`config.mk`:
```
export PLATFORM = sky130hd
export DESIGN_NAME = sbn_dmem_arbiter
export DESIGN_NICKNAME = d
export VERILOG_FILES = /design/src/rtl/sbn_dmem_arbiter.sv
export SDC_FILE = /design/constraint.sdc
export NUM_CORES = 1
export LEC_CHECK = 0
export CAP_MARGIN = 30
export CORE_ASPECT_RATIO = 0.7
export CORE_MARGIN = 2
export CORE_UTILIZATION = 26
export CTS_BUF_LIST = sky130_fd_sc_hd__clkbuf_16
export CTS_CLUSTER_SIZE = 30
export DETAILED_ROUTE_END_ITERATION = 12
export GPL_TIMING_DRIVEN = 1
export PLACE_DENSITY = 0.83
export SETUP_SLACK_MARGIN = 0.2
export SLEW_MARGIN = 20
export SYNTH_ARGS = -nofsm -noshare
export SYNTH_HDL_FRONTEND = slang
export SYNTH_SLANG_ARGS = --single-unit
```
`constraint.sdc`:
```
create_clock -name clk -period 2.5 [get_ports clk]
set_input_delay 0.375 -clock clk [delete_from_list [all_inputs] [get_ports clk]]
set_output_delay 0.375 -clock clk [all_outputs]
set_load 0.01 [all_outputs]
```
`src/rtl/sbn_dmem_arbiter.sv`:
```
// sbn_dmem_arbiter
// Shares one single-port, synchronous-read SBN data memory between two
// requesters. Requester 0 is an SBN core. Requester 1 is a second core or a
// host loader/debug port.
// - Per-cycle round-robin arbitration when the memory is not locked.
// - A requester can lock the memory across a read A / read B / write C
//   sequence, so the three accesses are not interleaved with the other side.
// - A watchdog bounds how long a lock may be held.
// - Read data comes straight from the memory one cycle after the grant.
//   It is qualified per requester by rvalid0/rvalid1.
module sbn_dmem_arbiter #(
    parameter int FWIDTH   = 8,
    parameter int DWIDTH   = 32,
    parameter int LOCK_MAX = 16
) (
    input  logic              clk,
    input  logic              rst_n,

    input  logic              req0,
    input  logic              lock0,
    input  logic              we0,
    input  logic [FWIDTH-1:0] addr0,
    input  logic [DWIDTH-1:0] wdata0,
    output logic              gnt0,
    output logic              rvalid0,

    input  logic              req1,
    input  logic              lock1,
    input  logic              we1,
    input  logic [FWIDTH-1:0] addr1,
    input  logic [DWIDTH-1:0] wdata1,
    output logic              gnt1,
    output logic              rvalid1,

    output logic [DWIDTH-1:0] rdata,

    output logic              mem_en,
    output logic              mem_we,
    output logic [FWIDTH-1:0] mem_addr,
    output logic [DWIDTH-1:0] mem_wdata,
    input  logic [DWIDTH-1:0] mem_rdata,

    output logic              lock_err
);

    // Lock ownership: FREE means no owner, HELDx means requester x owns it.
    typedef enum logic [1:0] {
        FREE  = 2'd0,
        HELD0 = 2'd1,
        HELD1 = 2'd2
    } lock_state_t;

    // LOCK_MAX is limited to 255, so an 8-bit counter always suffices.
    localparam logic [7:0] LOCK_LAST = 8'(LOCK_MAX - 1);

    lock_state_t state;
    lock_state_t state_nxt;
    logic [7:0]  lock_cnt;
    logic [7:0]  lock_cnt_nxt;
    logic        lock_err_nxt;
    logic        rr_last;      // requester granted most recently (loses next tie)
    logic        release0;     // owner 0 gives up the lock this cycle
    logic        release1;     // owner 1 gives up the lock this cycle

    // A lock ends on a granted access with lock low, or on lock low with no
    // request. The owner's request is always granted while it holds the lock,
    // so both cases come down to the same condition.
    assign release0 = (gnt0 && !lock0) || (!req0 && !lock0);
    assign release1 = (gnt1 && !lock1) || (!req1 && !lock1);

    // Grant decision: lock owner first, then round-robin on a conflict.
    // Grants are suppressed while reset is asserted.
    always_comb begin
        gnt0 = 1'b0;
        gnt1 = 1'b0;
        if (rst_n) begin
            case (state)
                HELD0: gnt0 = req0;
                HELD1: gnt1 = req1;
                default: begin
                    if (req0 && req1) begin
                        gnt0 = rr_last;
                        gnt1 = !rr_last;
                    end else begin
                        gnt0 = req0;
                        gnt1 = req1;
                    end
                end
            endcase
        end
    end

    // Memory port mux. Addr/data/we are don't-care when nothing is granted.
    always_comb begin
        mem_en    = gnt0 || gnt1;
        mem_we    = gnt1 ? we1    : we0;
        mem_addr  = gnt1 ? addr1  : addr0;
        mem_wdata = gnt1 ? wdata1 : wdata0;
    end

    // Read data is not re-registered; rvalidN picks out whose data it is.
    assign rdata = mem_rdata;

    // Lock FSM next state, lock counter and watchdog.
    always_comb begin
        state_nxt    = state;
        lock_cnt_nxt = lock_cnt;
        lock_err_nxt = 1'b0;
        case (state)
            FREE: begin
                lock_cnt_nxt = 8'd0;
                if (gnt0 && lock0) begin
                    state_nxt = HELD0;
                end else if (gnt1 && lock1) begin
                    state_nxt = HELD1;
                end
            end
            HELD0: begin
                lock_cnt_nxt = lock_cnt + 8'd1;
                if (release0) begin
                    state_nxt    = FREE;
                    lock_cnt_nxt = 8'd0;
                end else if (lock_cnt == LOCK_LAST) begin
                    state_nxt    = FREE;
                    lock_cnt_nxt = 8'd0;
                    lock_err_nxt = 1'b1;
                end
            end
            HELD1: begin
                lock_cnt_nxt = lock_cnt + 8'd1;
                if (release1) begin
                    state_nxt    = FREE;
                    lock_cnt_nxt = 8'd0;
                end else if (lock_cnt == LOCK_LAST) begin
                    state_nxt    = FREE;
                    lock_cnt_nxt = 8'd0;
                    lock_err_nxt = 1'b1;
                end
            end
            default: begin
                state_nxt    = FREE;
                lock_cnt_nxt = 8'd0;
            end
        endcase
    end

    // Lock FSM state register. Reset drops any ownership immediately.
    always_ff @(posedge clk or negedge rst_n) begin
        if (!rst_n) begin
            state    <= FREE;
            lock_cnt <= 8'd0;
            lock_err <= 1'b0;
        end else begin
            state    <= state_nxt;
            lock_cnt <= lock_cnt_nxt;
            lock_err <= lock_err_nxt;
        end
    end

    // Round-robin pointer and read-valid flags.
    // Reset drops a pending rvalid. rr_last=1 so requester 0 wins first.
    always_ff @(posedge clk or negedge rst_n) begin
        if (!rst_n) begin
            rr_last <= 1'b1;
            rvalid0 <= 1'b0;
            rvalid1 <= 1'b0;
        end else begin
            if (gnt0) begin
                rr_last <= 1'b0;
            end else if (gnt1) begin
                rr_last <= 1'b1;
            end
            rvalid0 <= gnt0 && !we0;
            rvalid1 <= gnt1 && !we1;
        end
    end

endmodule

```
==> impl_results.md, run 1 <==
- Outcome: complete, no violations
- Finish-stage setup viols: 0
- Peak fanout along the critical path: 8
- Post-Route Skew: 0.001236 ns
- Initial DRT Pass Iterations: 4
- Worst skew pair latency: 0.24 ns
- GR Util met3: 4.515%
- Net count after synthesis: 281
- Mapped Area: 0.001525 sq mm
- Syn Area/Cell: 9.777 sq um
- P_leak: 1.440 nW
- Synth Register Bits: 14
- DR vias: 1635
- Synth Warn #: 0
- Initial antenna violation count: 0
- Die width: between 90 and 100 um
- Ant diodes: 0
- Worst path top cell family by delay: buffers and inverters
- CP cell instances: inv_2 -> ha_4 -> nand3b_1 -> and3_4 -> buf_6 -> buf_8 -> mux2_2 -> buf_6
- CTS tree: built
- Largest net degree at the start of global routing: 18
- Tcrit/Tclk final: 96.88%
- Slowest stage cell, crit path: dfrtp_1
- FMAX: 412.9 MHz
- Site row count: 23
- RSZ-0062 raised after global routing: true
- Total grt overflow: 0
- Fraction of layout cells with a size suffix above 1: 44.68%
- Req. time, crit path: 2.12 ns
- Pwr dens: around 560 mW/mm^2
- Final GP Congestion: 0.7810
- Final HPWL from detailed placement: 4597 um
- Peak supply drop: ~220 uV
- DRC viols: 0
- Crit path arrival time: approximately 2.1 ns
- Nets: 408
- Max-cap violation count: 0
- First-pass GRT wire length: 8542 um
- 1st-iter DRT viols: between 80 and 90
- Core box area: 0.005698 sq mm
- Crit. End Element: output port
- Crit path largest cell delay: 0.37 ns
- Cts hold-fix bufs: 0
- Max Slew Vio Count: 0
- Die area: 0.006505 sq mm
- Clock Pin Slew Worst Setup and Hold Paths: roughly 0.050 ns
- # IOs: 199
- DRT antenna net count: 0
- Met1 Resource Use GR: about 22%
- Final Hold Fails: 0
- CP most frequent cell: buf_6
- Fin Hold WS: about 0.48 ns
- CP startpoint kind: flip-flop
- CTS max path bufs: 2
- Hold WC Path Type: in2async
- Slew margin rel.: approximately three quarters
- Busiest grt layer: met2
- Register area share after synthesis: 23.05%
- Global-route met2 utilization: between 30 and 40%
- Worst Tran Pin Value: roughly 0.37 ns
- WP depth: 8
- Tot GR Track Use: between 15 and 20%
- Clk sinks: 14
- Num CTS Buffers: 3
- Total wire length: 6205 um
- Synthesis-to-finish area growth: 114.5%
- Length in cells of the worst reg-to-reg path: 8
- Post-layout util: approximately 57%
- Crit path buf inv count: 4
- I/O Buffers: 134
- Starting Density: 26.77%
- Vias in the first global route: 1630
- Pwr Total: 1.845 mW
- Routed vias/inst: 4.580
- Synth cell types: 36
- Worst setup path class: reg2out
- WL per Instance: 17.38 um
- Root Driver: clkbuf_16
- H-tree level count: 1
- Die H: 68.08 um
- Synth Instances: 156
- Crit path time final: between 2 and 2.5 ns
==> worst register-to-register path: stages, from the launching register on <==
cell	delay, ns
dfrtp_1	0.38
inv_2	0.10
ha_4	0.23
buf_4	0.14
or3b_4	0.40
buf_4	0.15
a31oi_1	0.31
o21ai_2	0.19
nor3_1	0.25
==> registers in the layout, summed over array words and instances (netlist names) <==
register  flops
rr_last       1
lock_cnt      8
lock_err      1
rvalid1       1
rvalid0       1
state         2
==> layout make-up <==
cell class,count,area [sq um]
Inverter,6,22.52
Tap cell,75,93.84
Fill cell,511,2426
Clock buffer,3,75.07
Clock inverter,1,3.754
Sequential cell,14,351.6
Timing Repair Buffer,160,1698
Multi-Input combinational cell,98,1027
==> metal layers <==
layer | part of all wire (%) | wire (um) | vias up
met5 | 0 | 0 | -
met4 | 0.61 | 38 | 0
met3 | 7.6 | 471 | 6
met2 | 53 | 3274 | 73
met1 | 39 | 2422 | 788
li1 | - | - | 768
==> cells by family (layout without fill, tap and decap cells) <==
kind of cell | count (synthesis) | in the layout | synth area share (%)
XOR/XNOR | 6 | 6 | 3.445
adder cells (fa/ha/maj) | 5 | 5 | 4.102
AO/OA/AOI/OAI | 10 | 10 | 4.019
flip-flops | 14 | 14 | 23.05
multiplexers | 41 | 41 | 30.27
AND/OR/NAND/NOR | 36 | 36 | 14.36
buffers and inverters | 44 | 170 | 20.75
==> per-stage QoR <==
stage | worst slack (ns) | TNS (ns) | std cells | cell area, sq um
2_1_floorplan | 0.3417 | 0 | 156 | 1525
3_3_place_gp | -0.2122 | -5.191 | 340 | 2778
3_5_place_dp | -0.2044 | -5.739 | 340 | 2778
4_1_cts | 0.07505 | 0 | 355 | 3196
5_1_grt | -0.0001261 | -0.0001947 | 357 | 3272
6_report | 0.07799 | 0 | 357 | 3272
==> timing repair <==
action | in CTS | in global routing
cloned | 2 | 0
endpoints found under the setup margin | 44 | 44
resized for setup | 258 | 17
pin swaps | 2 | 3
buffers inserted | 9 | 2
==> synthesized netlist by cell type <==
cell type | n | area share (%)
or3_2 | 1 | 0.49
inv_1 | 6 | 1.5
a31oi_1 | 2 | 0.82
dfrtp_1 | 13 | 21
xor2_1 | 2 | 1.1
or4b_1 | 1 | 0.66
or3b_4 | 1 | 0.74
buf_4 | 32 | 16
nand2b_1 | 1 | 0.41
o211ai_1 | 2 | 0.98
and3_2 | 1 | 0.49
and2_1 | 3 | 1.2
nor2_1 | 5 | 1.2
xnor2_1 | 4 | 2.3
or2_1 | 1 | 0.41
nor3_1 | 6 | 2.0
o21ai_0 | 3 | 0.98
nand2_1 | 2 | 0.49
nand4_2 | 1 | 0.82
nand3_1 | 2 | 0.66
nand4_1 | 3 | 1.2
or2b_1 | 1 | 0.49
clkbuf_1 | 1 | 0.25
buf_2 | 1 | 0.33
a21oi_1 | 2 | 0.66
nand3b_1 | 1 | 0.49
and3_1 | 2 | 0.82
nor3b_1 | 1 | 0.49
mux2_2 | 35 | 26
mux2_1 | 6 | 4.4
nor4_1 | 1 | 0.41
ha_1 | 5 | 4.1
buf_6 | 4 | 3.0
dfstp_2 | 1 | 1.7
nor2b_1 | 2 | 0.82
o21ai_2 | 1 | 0.57
==> path summary, 6_finish.rpt <==
kind	start	end	slack (ns)
min in group clk	lock_cnt[0]	lock_cnt[0]	0.48
max reg2reg	state[0]	lock_cnt[7]	0.26
max in group asynchronous	rst_n	rr_last	1.77
min reg2reg	lock_cnt[0]	lock_cnt[0]	0.48
min	rst_n	lock_cnt[6]	0.48
max	state[1]	mem_wdata[7]	0.08
==> where the power goes <==
part           switching (mW)  leakage (nW)  internal [mW]
Combinational           0.458          1.21          0.805
Clock                  0.0893        0.0385          0.211
Sequential             0.0211         0.190          0.261
Total                   0.568          1.44           1.28
==> placed cells by master, fill, tap and decap left out, types with 4 or more instances in the layout <==
master,n
mux2_4,37
inv_1,4
buf_4,13
dfrtp_1,13
nor2_1,5
clkdlybuf4s50_1,90
mux2_2,4
nor3_1,6
xnor2_1,4
buf_6,47
No activity file was read; power rests on OpenSTA's default activity.
==> run 2, diff against run 1 <==
--- a/config.mk
+++ b/config.mk
@@ -13,7 +13,7 @@
 export CTS_CLUSTER_SIZE = 30
 export DETAILED_ROUTE_END_ITERATION = 12
 export GPL_TIMING_DRIVEN = 1
-export PLACE_DENSITY = 0.83
+export PLACE_DENSITY_LB_ADDON = 0.2
 export SETUP_SLACK_MARGIN = 0.2
 export SLEW_MARGIN = 20
 export SYNTH_ARGS = -nofsm -noshare
==> run 2 against run 1 <==
Against the previous run:
- the run now ends with negative setup slack left
- sequential share of layout area is 0.21 points lower
- routed wire length is 5.6% higher
- sequential power hardly changed
- first-iteration DRC count is 52% lower
- register-to-register slack better by 0.15 ns
- flip-flop and latch count stayed put
- total power is 2.6% higher
- count of clock-buffer cells in the layout stayed put
- worst setup slack worse by 0.082 ns
- largest cell class unchanged
- highest routed layer unchanged
==> impl_results.md, run 2 (synthesis gave the netlist of run 1 again) <==
- Worst setup path class: reg2out
- Final GP Congestion: 0.7594 (-2.8%)
- I/O Buffers: 134 (unchanged)
- Worst skew pair latency: 0.24 ns (about the same)
- DRC viols: 0 (unchanged)
- Fill count: 481 (-5.9%)
- Site row count: 23 (unchanged)
- Crit Reg-Reg Startpoint: state[1]
- Die area: 0.006505 sq mm (unchanged)
- Max-cap violation count: 0 (unchanged)
- Outcome: complete, but fails checks
- Pwr dens: 567.6 mW/mm^2 (+0.64%)
- H-tree level count: 1 (unchanged)
- Routed vias/inst: 4.461 (-2.6%)
- Worst path top cell family by delay: buffers and inverters
- Tcrit/Tclk final: 100.2% (+3.3 points)
- Num CTS Buffers: 3 (unchanged)
- Post-layout util: 58.56% (+1.1 points)
- Most frequent cells in the layout: clkdlybuf4s50_1 (90), buf_6 (44), mux2_4 (36)
- Crit path arrival time: 2.13 ns (+0.08 ns)
- First-pass GRT wire length: 8694 um (+1.8%)
- Synthesis-to-finish area growth: 118.8%
- Final HPWL from detailed placement: 4828 um (+5.0%)
- Crit path buf inv count: 5 (+1)
- Largest net degree at the start of global routing: 18 (unchanged)
- P_leak: 1.458 nW (+1.2%)
- Peak supply drop: 301.4 uV (+36%)
- Most common cell after layout, fill and taps aside: clkdlybuf4s50_1
- CP cell instances: inv_2 -> ha_4 -> nand3b_1 -> and3_4 -> buf_12 -> buf_6 -> buf_16 -> mux2_4 -> buf_6
- RSZ-0062 raised after global routing: true
- DRT antenna net count: 0 (unchanged)
- Violated checks: negative setup slack
- Start point of the worst hold path: lock_cnt[0]
- Starting Density: 26.77% (unchanged)
- Die H: 68.08 um (unchanged)
- Peak fanout along the critical path: 6 (-2)
- Initial DRT Pass Iterations: 4 (unchanged)
- Core box area: 0.005698 sq mm (unchanged)
- Nets: 409 (+0.25%)
- Vias in the first global route: 1562 (-4.2%)
- WP depth: 9 (+1)
- Max Slew Vio Count: 0 (unchanged)
- WL per Instance: 18.31 um (+5.3%)
- Cts hold-fix bufs: 0 (unchanged)
- PnR worst setup slack: -0.003768 ns (-0.08176 ns)
- Tot GR Track Use: 18.05% (+0.17 points)
- Ant diodes: 0 (unchanged)
- Crit. End Element: output port
- CTS max path bufs: 2 (unchanged)
- FMAX: 399.4 MHz (-3.3%)
- Finish-stage setup viols: 2 (+2)
- Fraction of layout cells with a size suffix above 1: 44.17% (-0.51 points)
- Max reg flops: 8 (unchanged)
- Post-Layout Inst Area: 0.003337 sq mm (+2.0%)
- Req. time, crit path: 2.12 ns (about the same)
- Root Driver: clkbuf_16
- Slowest stage cell, crit path: dfrtp_1
- Biggest regs: lock_cnt: 8 flops, state: 2 flops
- Hold path depth: 1
- Placed cell areas: 0.002805 sq mm (+0.99%)
- Crit path largest cell delay: 0.39 ns (+0.02 ns)
- 1st-iter DRT viols: 39 (-52%)
- CP most frequent cell: buf_6
- DR vias: 1597 (-2.3%)
- Hold WC Path Type: reg2reg
- CTS tree: built
- Worst Tran Pin Value: 0.3986 ns (+0.03305 ns)
- CP startpoint: state[1]
- Length in cells of the worst reg-to-reg path: 8 (unchanged)
- Clock Pin Slew Worst Setup and Hold Paths: 0.05 ns (about the same)
- CP startpoint kind: flip-flop
- Post-Route Skew: 0.0009846 ns (-0.0002513 ns)
- Total wire length: 6554 um (+5.6%)
- Clk sinks: 14 (unchanged)
- Slew margin rel.: 73.42% (-2.2 points)
- Initial antenna violation count: 0 (unchanged)
- # IOs: 199 (unchanged)
- Final Hold Fails: 0 (unchanged)
- Crit path time final: 2.504 ns (+0.08176 ns)
- Biggest register: lock_cnt
- Total grt overflow: 0 (unchanged)
- Die width: 95.55 um (unchanged)
==> run 2: area by class of cell <==
class                   instances  area [sq um]  area share, %
repair buffers                161          1767          52.94
well taps                      75         93.84          2.812
clock buffers                   3         75.07          2.250
inverters                       6         22.52         0.6749
multi-input cells              98          1023          30.67
flip-flops and latches         14         351.6          10.54
clock inverters                 1         3.754         0.1125
==> run 2: final timing paths <==
check,end,slack [ns]
worst max-delay path,mem_wdata[1],-0.004
worst min-delay path,lock_cnt[0],0.48
worst max register to register,state[1],0.41
worst min register to register,lock_cnt[0],0.48
max in group asynchronous,rr_last,1.76
min in group asynchronous,lock_cnt[7],0.49
==> run 2: layer usage <==
metal | track usage [%] | vias up | share of wire [%]
met4 | 6.964 | 0 | 2.7
met2 | 29.11 | 57 | 50
met1 | 24.35 | 750 | 42
li1 | - | 768 | -
met3 | 2.863 | 22 | 5.1
met5 | 0 | - | 0
==> run 2: timing repair <==
item | in CTS | in global routing
gates cloned | 4 | 2
buffers inserted | 6 | 0
setup endpoints to repair | 44 | 44
gates resized for setup | 260 | 4
pin swaps | 2 | 1
==> run 2: power by group <==
| part | total (mW) | switching [mW] | leakage (nW) | internal, mW |
|---|---|---|---|---|
| clock network | 0.303 | 0.0919 | 0.0385 | 0.212 |
| logic | 1.31 | 0.463 | 1.23 | 0.848 |
| registers | 0.280 | 0.0186 | 0.190 | 0.261 |
==> run 2: worst reg2reg max path, cell delays in order, from the launching register on <==
cell and delay (ns):
dfrtp_1 0.39, inv_2 0.09, ha_4 0.22, buf_4 0.14, or3b_4 0.37, buf_4 0.15
nand4_2 0.10, or4b_1 0.44, o211ai_1 0.12
==> run 2: per-stage QoR <==
step / power, mW / setup TNS [ns] / hold WS (ns) / std cells / worst slack, ns
after floorplan: 0.7561 / 0 / 0.07941 / 156 / 0.3417
after global placement: 1.229 / -5.310 / 0.4653 / 342 / -0.1560
after detailed placement: 1.228 / -5.217 / 0.4634 / 342 / -0.1509
after CTS: 1.854 / 0 / 0.4766 / 356 / 0.003718
after global routing: 1.996 / -1.159 / 0.4932 / 358 / -0.08799
final: 1.894 / -0.007127 / 0.4759 / 358 / -0.003768
==> run 3, diff against run 2 <==
==> constraint.sdc (replaced) <==
create_clock -name clk -period 2.4 [get_ports clk]
set_input_delay 0.36 -clock clk [delete_from_list [all_inputs] [get_ports clk]]
set_output_delay 0.36 -clock clk [all_outputs]
set_load 0.01 [all_outputs]
==> run 3 against run 2 <==
Against the previous run:
- the flow still finishes with violations (negative setup slack)
- flip-flop and latch count is the same
- largest cell class unchanged
- critical path depth is the same
- total power grew 2.4%
- worst setup slack lost 0.10 ns
- non-clock buffer count is the same
- sequential share of layout area grew 0.22 points
- final cell count is the same
- critical endpoint is now mem_wdata[24]
- routed wire length grew 1.8%
==> impl_results.md, run 3 (synthesis gave the netlist of run 1 again) <==
- Post-layout util: 57.36% (-1.2 points)
- Die area: 0.006505 sq mm (unchanged)
- CP cell instances: inv_2 -> ha_4 -> nand3b_1 -> and3_4 -> buf_8 -> buf_12 -> buf_16 -> mux2_4 -> buf_6
- Total wire length: 6674 um (+1.8%)
- Num CTS Buffers: 3 (unchanged)
- Final Hold Fails: 0 (unchanged)
- # IOs: 199 (unchanged)
- Finish-stage setup viols: 23 (+21)
- Core box area: 0.005698 sq mm (unchanged)
- Max reg flops: 8 (unchanged)
- H-tree level count: 1 (unchanged)
- Length in cells of the worst reg-to-reg path: 8 (unchanged)
- Final GP Congestion: 0.7570 (-0.32%)
- Biggest register: lock_cnt
- WL met1: 2725 um (-1.9%)
- Worst skew pair latency: 0.24 ns (about the same)
- Initial antenna violation count: 0 (unchanged)
- Total grt overflow: 0 (unchanged)
- Root Driver: clkbuf_16
- Nets: 409 (unchanged)
- Crit path time final: approximately 2.5 ns
- Post-Route Skew: 0.0008373 ns (-0.0001473 ns)
- Ant diodes: 0 (unchanged)
- Most common cell after layout, fill and taps aside: clkdlybuf4s50_1
- 1st-iter DRT viols: 51 (+31%)
- Pwr dens: 593.3 mW/mm^2 (+4.5%)
- Max layer used: met4
- Outcome: complete, but fails checks
- Tot GR Track Use: 18.46% (+0.41 points)
- Cts hold-fix bufs: 0 (unchanged)
- Synthesis-to-finish area growth: 114.3%
- Initial DRT Pass Iterations: 4 (unchanged)
- Slew margin rel.: 76.61% (+3.2 points)
- Max Slew Vio Count: 0 (unchanged)
- CTS max path bufs: 2 (unchanged)
- Fill count: 485 (+0.83%)
- Clock Pin Slew Worst Setup and Hold Paths: 0.05 ns (about the same)
- Inst Count DP: 342 (unchanged)
- Vias in the first global route: 1527 (-2.2%)
- DRC viols: 0 (unchanged)
- Die width: 95.55 um (unchanged)
- Fraction of layout cells with a size suffix above 1: 44.88% (+0.71 points)
- I/O Buffers: 134 (unchanged)
- Starting Density: 26.77% (unchanged)
- Peak fanout along the critical path: 5 (-1)
- CTS tree: built
- Most frequent cells in the layout: clkdlybuf4s50_1 (90), buf_6 (35), mux2_4 (29)
- Final HPWL from detailed placement: 4828 um (about the same)
- Max-cap violation count: 0 (unchanged)
- Worst setup path class: reg2out
- Biggest regs: lock_cnt: 8 flops, state: 2 flops
- FMAX: 399.4 MHz
- Tcrit/Tclk final: 104.3%
- Crit. End Element: output port
- Final Non-Filler Cells: 358 (unchanged)
- Slowest stage cell, crit path: dfrtp_1
- Crit path arrival time: 2.14 ns (about the same)
- DRT antenna net count: 0 (unchanged)
- PnR worst setup slack: -0.1040 ns (-0.1002 ns)
- Req. time, crit path: 2.04 ns (-0.08 ns)
- Flop2flop setup slack: 0.30 ns (-0.11 ns)
- Hold WC Path Type: in2async
- P_leak: 1.415 nW (-3.0%)
- Crit path largest cell delay: 0.38 ns (about the same)
- Met3 routed wirelength: 395 um (+18%)
- First-pass GRT wire length: 8783 um (+1.0%)
- Crit Reg-Reg Startpoint: state[1]
- Met2 wire length: 3333 um (+2.0%)
- Violated checks: negative setup slack
- WL per Instance: 18.64 um (+1.8%)
- Peak supply drop: 291.9 uV (-3.2%)
- Site row count: 23 (unchanged)
- Largest net degree at the start of global routing: 18 (unchanged)
- Die H: 68.08 um (unchanged)
- Fin Hold WS: 0.4710 ns (-0.004963 ns)
- Routed vias/inst: 4.461 (unchanged)
- RSZ-0062 raised after global routing: true
- CP startpoint kind: flip-flop
- Clk sinks: 14 (unchanged)
- Worst Tran Pin Value: 0.3477 ns (-0.05098 ns)
- DR vias: 1597 (unchanged)
- R2r endpoint: state[1]
run 3: cell count changes in the layout (fill, tap and decap cells not counted), sizes merged:
cell / before / now
buf: 67 / 68
clkdlybuf4s15: 2 / 1
run 3: what timing repair did:
action | CTS | global route
resized for setup | 231 | 23
pin swaps | 2 | 0
setup endpoints to repair | 44 | 49
buffers inserted | 6 | 1
gates cloned | 4 | 1
run 3: worst max-delay path, delay by kind of cell, from the launching register on:
kind                       cells  cell delay [ns]
buffers and inverters          5             0.59
adders and majority gates      1             0.22
muxes                          1             0.31
DFF                            1             0.38
and+or+nand+nor                2             0.39
run 3: routing by layer:
metal	GRT usage (%)	vias to the layer above
li1	-	775
met1	24.44	735
met2	30.07	61
met3	2.643	26
met4	8.214	0
met5	0	-
run 3: cell type report:
class                   count  area [sq um]  share of cell area, %
multi-input cells          98          1020                  31.20
inverters                   6         22.52                 0.6891
repair buffers            161          1702                  52.07
clock inverters             1         3.754                 0.1149
well taps                  75         93.84                  2.871
clock buffers               3         75.07                  2.297
flip-flops and latches     14         351.6                  10.76
run 3: where the power goes:
part,switching [mW],internal [mW],leakage (nW)
Combinational,0.484,0.846,1.19
Sequential,0.0199,0.272,0.190
Clock,0.0973,0.220,0.0385
Total,0.601,1.34,1.41
run 3: worst max-delay path by stage:
stage	from	endpoint	slack, ns	cells after the start
2_1_floorplan	state[0]	mem_wdata[24]	0.26	7
3_3_place_gp	req1	mem_wdata[7]	-0.23	6
3_5_place_dp	req1	mem_wdata[1]	-0.21	6
4_1_cts	state[1]	mem_wdata[25]	-0.11	7
5_1_grt	state[1]	mem_wdata[19]	-0.19	9
6_report	state[1]	mem_wdata[24]	-0.10	9
run 3: through the flow:
stage / setup TNS, ns / cell area, sq um / worst slack, ns / total power [mW]
2_1_floorplan: 0 / 1525 / 0.2567 / 0.7876
3_3_place_gp: -8.132 / 2805 / -0.2253 / 1.279
3_5_place_dp: -7.992 / 2805 / -0.2147 / 1.283
4_1_cts: -2.023 / 3163 / -0.1053 / 1.877
5_1_grt: -4.658 / 3268 / -0.1936 / 2.047
6_report: -1.633 / 3268 / -0.1040 / 1.939
